$ cat src/rtl/cmul_addsub_sched.sv
// cmul_addsub_sched: finishes a complex product from four signed partial
// products by running two passes through one shared add/sub datapath.
//   normal    (conj=0): re = ac - bd, im = ad + bc
//   conjugate (conj=1): re = ac + bd, im = bc - ad
// Ports:
//   clk, rst_n              clock, async active-low reset
//   in_valid/in_ready       operand handshake (conj, ac, bd, ad, bc)
//   out_valid/out_ready     result handshake (re, im, ov_re, ov_im)
//   busy                    high whenever the sequencer is not idle
// Parameters:
//   SAT_EN  1 = clamp on signed overflow, 0 = two's-complement wrap
//   W       datapath width, must be 32
module cmul_addsub_sched #(
  parameter bit          SAT_EN = 1'b1,
  parameter int unsigned W      = 32
) (
  input  logic         clk,
  input  logic         rst_n,
  input  logic         in_valid,
  output logic         in_ready,
  input  logic         conj,
  input  logic [W-1:0] ac,
  input  logic [W-1:0] bd,
  input  logic [W-1:0] ad,
  input  logic [W-1:0] bc,
  output logic         out_valid,
  input  logic         out_ready,
  output logic [W-1:0] re,
  output logic [W-1:0] im,
  output logic         ov_re,
  output logic         ov_im,
  output logic         busy
);

  localparam int unsigned BLK  = 4;
  localparam int unsigned NBLK = W / BLK;
  localparam logic [W-1:0] MAX_POS = {1'b0, {(W-1){1'b1}}};
  localparam logic [W-1:0] MIN_NEG = {1'b1, {(W-1){1'b0}}};

  // Width is tied to the shared adder; reject anything else at elaboration.
  if (W != 32) begin : g_w_check
    $error("cmul_addsub_sched: W must be 32");
  end

  typedef enum logic [1:0] {S_IDLE, S_RE, S_IM, S_HOLD} state_t;

  state_t       state;
  logic [W-1:0] ac_q, bd_q, ad_q, bc_q;
  logic         conj_q;
  logic         accept_c;

  logic [W-1:0] add_a, add_b;
  logic         add_sub;
  logic [W-1:0] bx, g, p, c, add_s;
  logic         blk_g, blk_p;
  logic         ov_c;
  logic [W-1:0] res_c;

  // Retiring a held result and accepting new operands can share one edge.
  assign in_ready = (state == S_IDLE) | ((state == S_HOLD) & out_ready);
  assign accept_c = in_valid & in_ready;

  // Adder operand steering, from state and captured operands only.
  always_comb begin : adder_ctrl
    add_a   = '0;
    add_b   = '0;
    add_sub = 1'b0;
    unique case (state)
      S_RE: begin
        add_a   = ac_q;
        add_b   = bd_q;
        add_sub = ~conj_q;
      end
      S_IM: begin
        if (conj_q) begin
          add_a   = bc_q;
          add_b   = ad_q;
          add_sub = 1'b1;
        end else begin
          add_a   = ad_q;
          add_b   = bc_q;
          add_sub = 1'b0;
        end
      end
      default: ;
    endcase
  end

  // Add/sub with 4-bit carry-lookahead blocks; subtract is a + ~b + 1.
  always_comb begin : adder
    bx    = add_b ^ {W{add_sub}};
    g     = add_a & bx;
    p     = add_a ^ bx;
    c     = '0;
    c[0]  = add_sub;
    blk_g = 1'b0;
    blk_p = 1'b1;
    for (int k = 0; k < int'(NBLK); k++) begin
      blk_g = 1'b0;
      blk_p = 1'b1;
      for (int j = 0; j < int'(BLK); j++) begin
        blk_g = g[BLK*k+j] | (p[BLK*k+j] & blk_g);
        blk_p = blk_p & p[BLK*k+j];
      end
      for (int j = 0; j < int'(BLK) - 1; j++) begin
        c[BLK*k+j+1] = g[BLK*k+j] | (p[BLK*k+j] & c[BLK*k+j]);
      end
      if (k < int'(NBLK) - 1) begin
        c[BLK*(k+1)] = blk_g | (blk_p & c[BLK*k]);
      end
    end
    add_s = p ^ c;
  end

  // Signed overflow from operand/result sign bits, then optional clamp.
  always_comb begin : ovf_sat
    if (add_sub) begin
      ov_c = (add_a[W-1] != add_b[W-1]) & (add_s[W-1] != add_a[W-1]);
    end else begin
      ov_c = (add_a[W-1] == add_b[W-1]) & (add_s[W-1] != add_a[W-1]);
    end
    if (SAT_EN && ov_c) begin
      res_c = add_a[W-1] ? MIN_NEG : MAX_POS;
    end else begin
      res_c = add_s;
    end
  end

  // Sequencer: IDLE -> RE -> IM -> HOLD, with registered outputs.
  always_ff @(posedge clk or negedge rst_n) begin
    if (!rst_n) begin
      state     <= S_IDLE;
      ac_q      <= '0;
      bd_q      <= '0;
      ad_q      <= '0;
      bc_q      <= '0;
      conj_q    <= 1'b0;
      re        <= '0;
      im        <= '0;
      ov_re     <= 1'b0;
      ov_im     <= 1'b0;
      out_valid <= 1'b0;
      busy      <= 1'b0;
    end else begin
      if (accept_c) begin
        ac_q   <= ac;
        bd_q   <= bd;
        ad_q   <= ad;
        bc_q   <= bc;
        conj_q <= conj;
      end
      unique case (state)
        S_IDLE: begin
          if (accept_c) begin
            state <= S_RE;
            busy  <= 1'b1;
          end
        end
        S_RE: begin
          re    <= res_c;
          ov_re <= ov_c;
          state <= S_IM;
        end
        S_IM: begin
          im        <= res_c;
          ov_im     <= ov_c;
          out_valid <= 1'b1;
          state     <= S_HOLD;
        end
        S_HOLD: begin
          if (out_ready) begin
            out_valid <= 1'b0;
            if (in_valid) begin
              state <= S_RE;
            end else begin
              state <= S_IDLE;
              busy  <= 1'b0;
            end
          end
        end
        default: begin
          state <= S_IDLE;
          busy  <= 1'b0;
        end
      endcase
    end
  end

endmodule

$ cat config.mk
export PLATFORM = sky130hd
export DESIGN_NAME = cmul_addsub_sched
export DESIGN_NICKNAME = d
export VERILOG_FILES = /design/src/rtl/cmul_addsub_sched.sv
export SDC_FILE = /design/constraint.sdc
export NUM_CORES = 1
export LEC_CHECK = 0
export BUFFER_PORTS_ARGS = -buffer_cell sky130_fd_sc_hd__buf_2
export CAP_MARGIN = 25
export CELL_PAD_IN_SITES_DETAIL_PLACEMENT = 2
export CELL_PAD_IN_SITES_GLOBAL_PLACEMENT = 2
export CORE_ASPECT_RATIO = 0.7
export CORE_MARGIN = 2
export CORE_UTILIZATION = 35
export DETAILED_ROUTE_END_ITERATION = 8
export PLACE_DENSITY_LB_ADDON = 0.1
export SLEW_MARGIN = 20
export SYNTH_ARGS = -nofsm -noshare
export SYNTH_HDL_FRONTEND = slang
export SYNTH_SLANG_ARGS = --single-unit
export TNS_END_PERCENT = 1
$ cat constraint.sdc
create_clock -name clk -period 9 [get_ports clk]
set_input_delay 0.9 -clock clk [delete_from_list [all_inputs] [get_ports clk]]
set_output_delay 0.9 -clock clk [all_outputs]
set_load 0.02 [all_outputs]
==> results.toml, run 1 <==
[status]
status = "finished clean"

[critical_path]
crit_fanout = 48
critPathTopFamily = "adder cells"
crit_buf_inv = 2
path_cells = "inv_1 > ha_4 > buf_4 > a22o_1 > nand2_1 > xor2_1 > ha_1 > a21o_1 > a21o_1 > a21o_1 > nor4b_1 > o21ai_0 > fa_1 > fa_1 > fa_1 > a2111o_1 > nand2_1 > a21oi_1"
crit_path_max_incr_delay_ps = 730
required_ps = 9330
worstReg2RegEnd = "im[28]$_DFFE_PN0P_"
critical_path_class = "reg -> reg"
r2r_slack_ps = 2170
cp-end-kind = "flip-flop"
cp_slowest_cell = "a2111o_1"
arrival_ps = 7160
reg2reg_depth = 18
worstSetupStartpointType = "flip-flop"
cp-startpoint = "state[0]$_DFFE_PN0P_"
worst-path-stages = 18
worstReg2RegStart = "state[0]$_DFFE_PN0P_"

[logic_synthesis]
synth_nets = 1109
syn_area_per_cell_um2 = 11.60
ys.flop_type = "dfrtp_1"
seq_area_frac_synth_pct = 46.62
synth.distinct_cells = 46
netlist_area_um2 = 10680
ys_warn_count = 0
synth_cells = 921
netlist.area_leader.share_pct = 46.62
synth_largest_area_cell = "dfrtp_1"
synth-edff-count = 0
netlist_top_cells_area = "dfrtp_1, mux2_2, fa_1, ha_1, nor2_1"
ys_ff_latch = 199
async_flop_share_pct = 100.0
yosysMostFrequentCell = "dfrtp_1"
yosys-top-cells-count = "dfrtp_1, mux2_2, nor2_1, nand2_1, a21oi_1"

[grt]
gr-usage-all-layers_pct = 21.75
first_global_vias = 8448
antenna_found_initial = 0
grt_pass1_wl_um = 51820
grt_max_degree = 123
grt-ovfl-total = 0

[routing]
finalWirelength_um = 33410
drt_iter0_drc = 377
via_per_inst = 5.164
ant_nets = 0
via_count = 7829
route.detailed.drc = 0
firstDrtPassIters = 5
post_drt_wl_per_cell_um = 22.04

[hold_path]
min_path_type = "in -> async"

[timing]
fin_crit_sh_pct = 75.84
fmax_ghz = 0.1465
hold_viol = 0
tightestPinTransition_ps = 920.8
grt_setup_unrepaired = "no"
relSlewSlack_pct = 38.61
fin_skew_ps = 15.31
tns_ps = 0
finalSetupViolCount = 0
period_needed_ps = 6826
slew_viol_final = 0

[clocking]
cts_max_path_buffers = 2
insertion_delay_ps = 470
hold_buffers = 0
cts_resized = 0
cts_tree = "done"
path_clk_slew_ps = 80
htree_levels = 4
clock-sinks = 199
cts-root-buf = "clkbuf_16"
postCtsSetupBuffers = 0
cts_buffers = 17

[floorplan]
num_rows = 53
die_width_um = 212.8
start_util_pct = 35.56
ios = 202
die_area_um2 = 31960
core_area_um2 = 30040
die_h_um = 150.2

[layout]
drive_above_1_share_pct = 40.67
fin_nets = 1279
diodes = 0
area_growth_pct = 19.42

[place]
port_buffers = 201
gp_congestion = 0.7491
dpl.hpwl_um = 24280

[job]
drv_cap = 0
-- worst max-delay path by stage --
stage                    endpoint
2_1_floorplan  re[28]$_DFFE_PN0N_
3_3_place_gp    re[6]$_DFFE_PN0N_
3_5_place_dp    re[4]$_DFFE_PN0N_
4_1_cts         re[4]$_DFFE_PN0N_
5_1_grt         im[9]$_DFFE_PN0P_
6_report       im[28]$_DFFE_PN0P_
-- cell type report --
cell class	instances	area [µm²]
clock buffers	19	452.9
clock inverters	13	166.4
multi-input cells	649	5448
fillers	3141	17280
flip-flops and latches	199	4981
repair buffers	215	1160
inverters	9	33.78
well taps	412	515.5
-- sequential cells by signal (all words and copies together), names as in the netlist --
signal and count:
busy 1, bc_q 32, ov_re 1, re 32
ad_q 32, conj_q 1, ov_im 1, im 32
state 2, bd_q 32, out_valid 1, ac_q 32
-- cell families (layout without fill, tap and decap cells) --
logic type | Yosys count | count (layout) | synth area share (%)
AO/OA/AOI/OAI | 183 | 183 | 12.04
adder cells (fa/ha/maj) | 55 | 55 | 8.058
flip-flops | 199 | 199 | 46.62
AND/OR/NAND/NOR | 175 | 175 | 6.453
multiplexers | 197 | 197 | 20.75
buffers and inverters | 73 | 256 | 2.881
XOR/XNOR | 39 | 39 | 3.197
-- cells in the final DEF (no fill, tap or decap), types with 17 or more instances in the layout --
master     netlist  layout
nand2_1         66      65
a22o_1          32      32
buf_2           15     200
a21oi_1         59      59
ha_1            32      30
mux2_2         192     192
xor2_1          31      31
nor2_1          97      97
a22oi_1         32      32
fa_1            23      23
clkbuf_16        0      17
dfrtp_1        199     198
-- per-stage QoR --
stage	setup slack, ps	util, %	cell area (µm²)	hold WS (ps)	instances
after floorplan	3422	-	10680	479.9	921
after global placement	2252	40.22	12080	481.0	1482
after detailed placement	2091	40.22	12080	485.6	1482
after CTS	2080	42.28	12700	501.7	1514
after global routing	1602	42.47	12760	403.3	1516
final	2174	42.47	12760	396.3	1516
-- metal layers --
metal	track usage [%]	part of all wire, %	wire length [µm]
met4	5.594	1.0	334
met5	0	0	0
met3	3.358	3.6	1215
met1	34.86	55	18360
met2	29.93	40	13500
Power of run 1 is not shown: default switching activity piles up to over one toggle a cycle in this logic, so the estimate is an artifact.
==> inputs of run 2 (changes only) <==
clock period = 6.98 ns   (was 9 ns; I/O delays follow)
==> run 2 against run 1 <==
  * Count of clock-buffer cells in the layout increased by 2
  * Hold slack got worse by 96 ps
  * Flip-flop and latch count unchanged
  * Clock skew about the same
  * Largest cell class unchanged
  * First-iteration DRC count increased by 27%
  * Die area unchanged
  * Maximum frequency increased by 4.3%
  * Setup slack got worse by 1700 ps
  * Global-route usage increased by 0.17 points
==> results.toml, run 2 (synthesis results as in run 1) <==
[layout]
layout.area.seq_um2 = 4981
multiInputGateArea_um2 = 5449
fin_nets = 1281
fill_cells = 3109
final_common_cell = "buf_2"
final_cell_area_um2 = 12740
layout_common_cells = "buf_2, dfrtp_1, mux2_2"
diodes = 0
drive_above_1_share_pct = 40.78
area_growth_pct = 19.30

[clocking]
cts_max_path_buffers = 2
insertion_delay_ps = 450
htree_levels = 4
cts-root-buf = "clkbuf_16"
cts_tree = "done"
cts_buffers = 17
path_clk_slew_ps = 70
postCtsSetupBuffers = 0
clock-sinks = 199

[floorplan]
die_area_um2 = 31960
start_util_pct = 35.56
core_area_um2 = 30040
die_h_um = 150.2
die_width_um = 212.8
num_rows = 53
ios = 202

[routing]
finalWirelength_um = 33670
firstDrtPassIters = 5
ant_nets = 0
via_per_inst = 5.194
drt_iter0_drc = 477
route.detailed.drc = 0
post_drt_wl_per_cell_um = 22.18
via_count = 7885

[timing]
tns_ps = 0
tightestPinTransition_ps = 831.4
fmax_ghz = 0.1528
finalSetupViolCount = 0
slew_viol_final = 0
fin_crit_sh_pct = 93.74
fin_skew_ps = 15.69
relSlewSlack_pct = 44.58
hold_viol = 0
grt_setup_unrepaired = "no"
period_needed_ps = 6543

[critical_path]
crit_buf_inv = 2
critical_path_class = "reg -> reg"
crit_top_cell = "fa_1"
required_ps = 7290
arrival_ps = 6860
cp-end-kind = "flip-flop"
critPathTopFamily = "adder cells"
path_cells = "inv_1 > ha_4 > mux2i_4 > buf_4 > xor2_1 > ha_1 > a21o_1 > a211oi_1 > nor4b_1 > o21ai_0 > fa_1 > fa_1 > fa_1 > a2111o_2 > nand2_1 > a21oi_1"
worstSetupStartpointType = "flip-flop"
crit_fanout = 36
crit_path_max_incr_delay_ps = 660
cp_slowest_cell = "a2111o_2"

[grt]
grt_pass1_wl_um = 52240
gr-usage-all-layers_pct = 21.92
antenna_found_initial = 0
use_met3_pct = 3.838
use_met1_pct = 34.99
top_usage_layer = "met1"
grt_max_degree = 96
first_global_vias = 8427
grtUsageMet2_pct = 30.92
grt-ovfl-total = 0

[place]
dpl.hpwl_um = 24540
port_buffers = 201
gp_congestion = 0.8296
place_area_um2 = 12140

[job]
drv_cap = 0

[status]
status = "finished clean"

[hold_path]
min_path_type = "in -> async"
-- run 2: cell count changes in the layout (fill, tap and decap cells not counted), moves of 2 or more --
cell / change
buf_12: +2
buf_4: +2
clkinv_2: -2
buf_16: -2
-- run 2: final timing paths --
| path | from | end | slack, ps | cells after the start |
|---|---|---|---|---|
| min in group clk | bc[8] | bc_q[8]$_DFFE_PN0P_ | 480 | 2 |
| worst max-delay path | state[0]$_DFFE_PN0P_ | im[30]$_DFFE_PN0P_ | 440 | 16 |
| worst min register to register | re[15]$_DFFE_PN0N_ | re[15]$_DFFE_PN0N_ | 490 | 1 |
| worst min-delay path | rst_n | bd_q[27]$_DFFE_PN0P_ | 300 | 1 |
| max in group asynchronous | rst_n | im[8]$_DFFE_PN0P_ | 5290 | 2 |
| worst max register to register | state[0]$_DFFE_PN0P_ | im[30]$_DFFE_PN0P_ | 440 | 16 |
-- run 2: final cells by class --
| type | instances | area share, % |
|---|---|---|
| multi-input cells | 649 | 42.75 |
| inverters | 9 | 0.2651 |
| flip-flops and latches | 199 | 39.08 |
| clock inverters | 11 | 1.060 |
| clock buffers | 21 | 3.691 |
| well taps | 412 | 4.045 |
| repair buffers | 217 | 9.101 |
-- run 2: routing by layer --
metal | vias to the layer above | wire [µm]
met2 | 166 | 14020
li1 | 3627 | -
met3 | 18 | 1628
met1 | 4074 | 17780
met4 | 0 | 246
met5 | - | 0
-- run 2: stage by stage --
step                      util [%]  hold slack (ps)  std cells  setup WS (ps)
after global routing         42.43            373.5       1518          24.80
after CTS                    42.42            357.5       1518          224.2
after floorplan                  -            402.4        921           1402
after global placement       40.41            474.4       1486          509.6
final                        42.43            300.3       1518          436.9
after detailed placement     40.41            482.0       1486          261.6
-- run 2: timing repair --
item / CTS / global route
setup endpoints to repair: 0 / 50
resized for setup: 0 / 1
hold buffers: 0 / 0
Power of run 2 is left out for the same reason.
==> inputs of run 3 (changes only) <==
BUFFER_PORTS_ARGS = default   (was -buffer_cell sky130_fd_sc_hd__buf_2)
DONT_BUFFER_PORTS = 1   (was default)
SKIP_LAST_GASP = 1   (was default)
==> run 3 against run 2 <==
  * Via count is 9.6% lower
  * Register-to-register slack better by 190 ps
  * Sequential share of layout area up 3.0 points
  * Utilization fell by 3.0 points
  * Final cell count fell by 12%
  * Maximum frequency is 3.0% higher
  * Die area unchanged
  * Critical path depth did not move
  * Count of clock-buffer cells in the layout shrank 1
  * Critical endpoint is now im[1]$_DFFE_PN0P_
==> results.toml, run 3 (synthesis results as in run 1) <==
[status]
status = "finished clean"

[clocking]
clock-sinks = 199
cts_tree = "done"
htree_levels = 4
cts-root-buf = "clkbuf_16"
cts_buffers = 17
cts_max_path_buffers = 2
path_clk_slew_ps = 80
insertion_delay_ps = 460
postCtsSetupBuffers = 0

[hold_path]
min_path_type = "in -> async"

[timing]
tns_ps = 0
finalSetupViolCount = 0
grt_setup_unrepaired = "no"
tightestPinTransition_ps = 902.7
slew_viol_final = 0
relSlewSlack_pct = 39.82
fmax_ghz = 0.1573
fin_skew_ps = 18.78
hold_slack_ps = 134.3
fin_crit_sh_pct = 91.05
period_needed_ps = 6355
hold_viol = 0

[routing]
finalWirelength_um = 33050
route.detailed.drc = 0
drt_iter0_drc = 423
via_per_inst = 5.354
via_count = 7126
firstDrtPassIters = 6
ant_nets = 0
post_drt_wl_per_cell_um = 24.83

[layout]
area_growth_pct = 10.90
drive_above_1_share_pct = 28.08
fill_cells = 3068
layout.area.seq_um2 = 4984
fin_nets = 1085
layout_common_cells = "dfrtp_1, mux2_2, nor2_1"
final_common_cell = "dfrtp_1"
multiInputGateArea_um2 = 5454

[critical_path]
required_ps = 7300
crit_fanout = 26
r2r_slack_ps = 620
cp-end-kind = "flip-flop"
critical_path_class = "reg -> reg"
worstSetupStartpointType = "flip-flop"
arrival_ps = 6670

[job]
drv_cap = 0

[grt]
grt_max_degree = 200
gr-usage-all-layers_pct = 21.52
grt_pass1_wl_um = 50650
grt-ovfl-total = 0
first_global_vias = 7964
antenna_found_initial = 17

[place]
port_buffers = 0
gp_congestion = 0.7722
dpl.hpwl_um = 24620

[floorplan]
core_area_um2 = 30040
die_h_um = 150.2
start_util_pct = 35.56
num_rows = 53
ios = 202
die_area_um2 = 31960
die_width_um = 212.8
-- run 3: changes by cell type in the layout (fill, tap and decap cells not counted), moves of 2 or more --
cell,delta
buf_12,-2
buf_4,+5
buf_2,-200
bufinv_16,+2
buf_16,+2
diode_2,+11
-- run 3: layer usage --
metal | share of wire (%) | track usage (%) | vias to the layer above
li1 | - | - | 3239
met1 | 49 | 30.53 | 3694
met2 | 42 | 30.96 | 151
met3 | 8.0 | 8.344 | 30
met4 | 0.82 | 4.615 | 12
met5 | 0.26 | 0 | -
-- run 3: timing repair --
action | in CTS | in global routing
gates resized for setup | 0 | 3
endpoints found under the hold margin | 199 | 0
hold buffers | 1 | 0
endpoints found under the setup margin | 0 | 48
-- run 3: area by class of cell --
class	count	area share [%]
inverter	9	0.3168
antenna	11	0.2323
clock buffer	20	3.939
timing repair buffer	21	1.669
sequential	199	42.06
multi-input combinational	649	46.03
tap	412	4.351
clock inverter	10	1.394
-- run 3: final timing paths --
kind | startpoint | end | cells after the start
max | state[0]$_DFFE_PN0P_ | im[1]$_DFFE_PN0P_ | 16
min | rst_n | ac_q[26]$_DFFE_PN0P_ | 1
max reg2reg | state[0]$_DFFE_PN0P_ | im[1]$_DFFE_PN0P_ | 16
min reg2reg | ac_q[15]$_DFFE_PN0P_ | ac_q[15]$_DFFE_PN0P_ | 1
max in group asynchronous | rst_n | conj_q$_DFFE_PN0P_ | 2
min in group clk | out_ready | out_valid$_DFFE_PN0P_ | 1
-- run 3: stage by stage --
stage               setup slack [ps]  cell area [µm²]  instances  util [%]
finish                         624.5            11850       1331     39.44
global route                   206.0            11830       1322     39.36
CTS                            197.7            11780       1319     39.21
detailed placement             269.7            11120       1288     37.02
global placement               577.7            11120       1288     37.02
floorplan                       1402            10680        921         -
-- run 3: critical path, stage by stage, from the launching register on --
cell and delay [ps]:
dfrtp_1 470, inv_1 150, ha_4 310, mux2i_4 410, buf_4 420, xor2_1 330, ha_1 310, a21o_1 160
a211oi_1 310, nor4b_2 400, o21ai_0 200, fa_1 470, fa_1 470, fa_1 650, a2111o_1 740, nand2_1 270
a21oi_1 100
Power of run 3 is left out for the same reason.
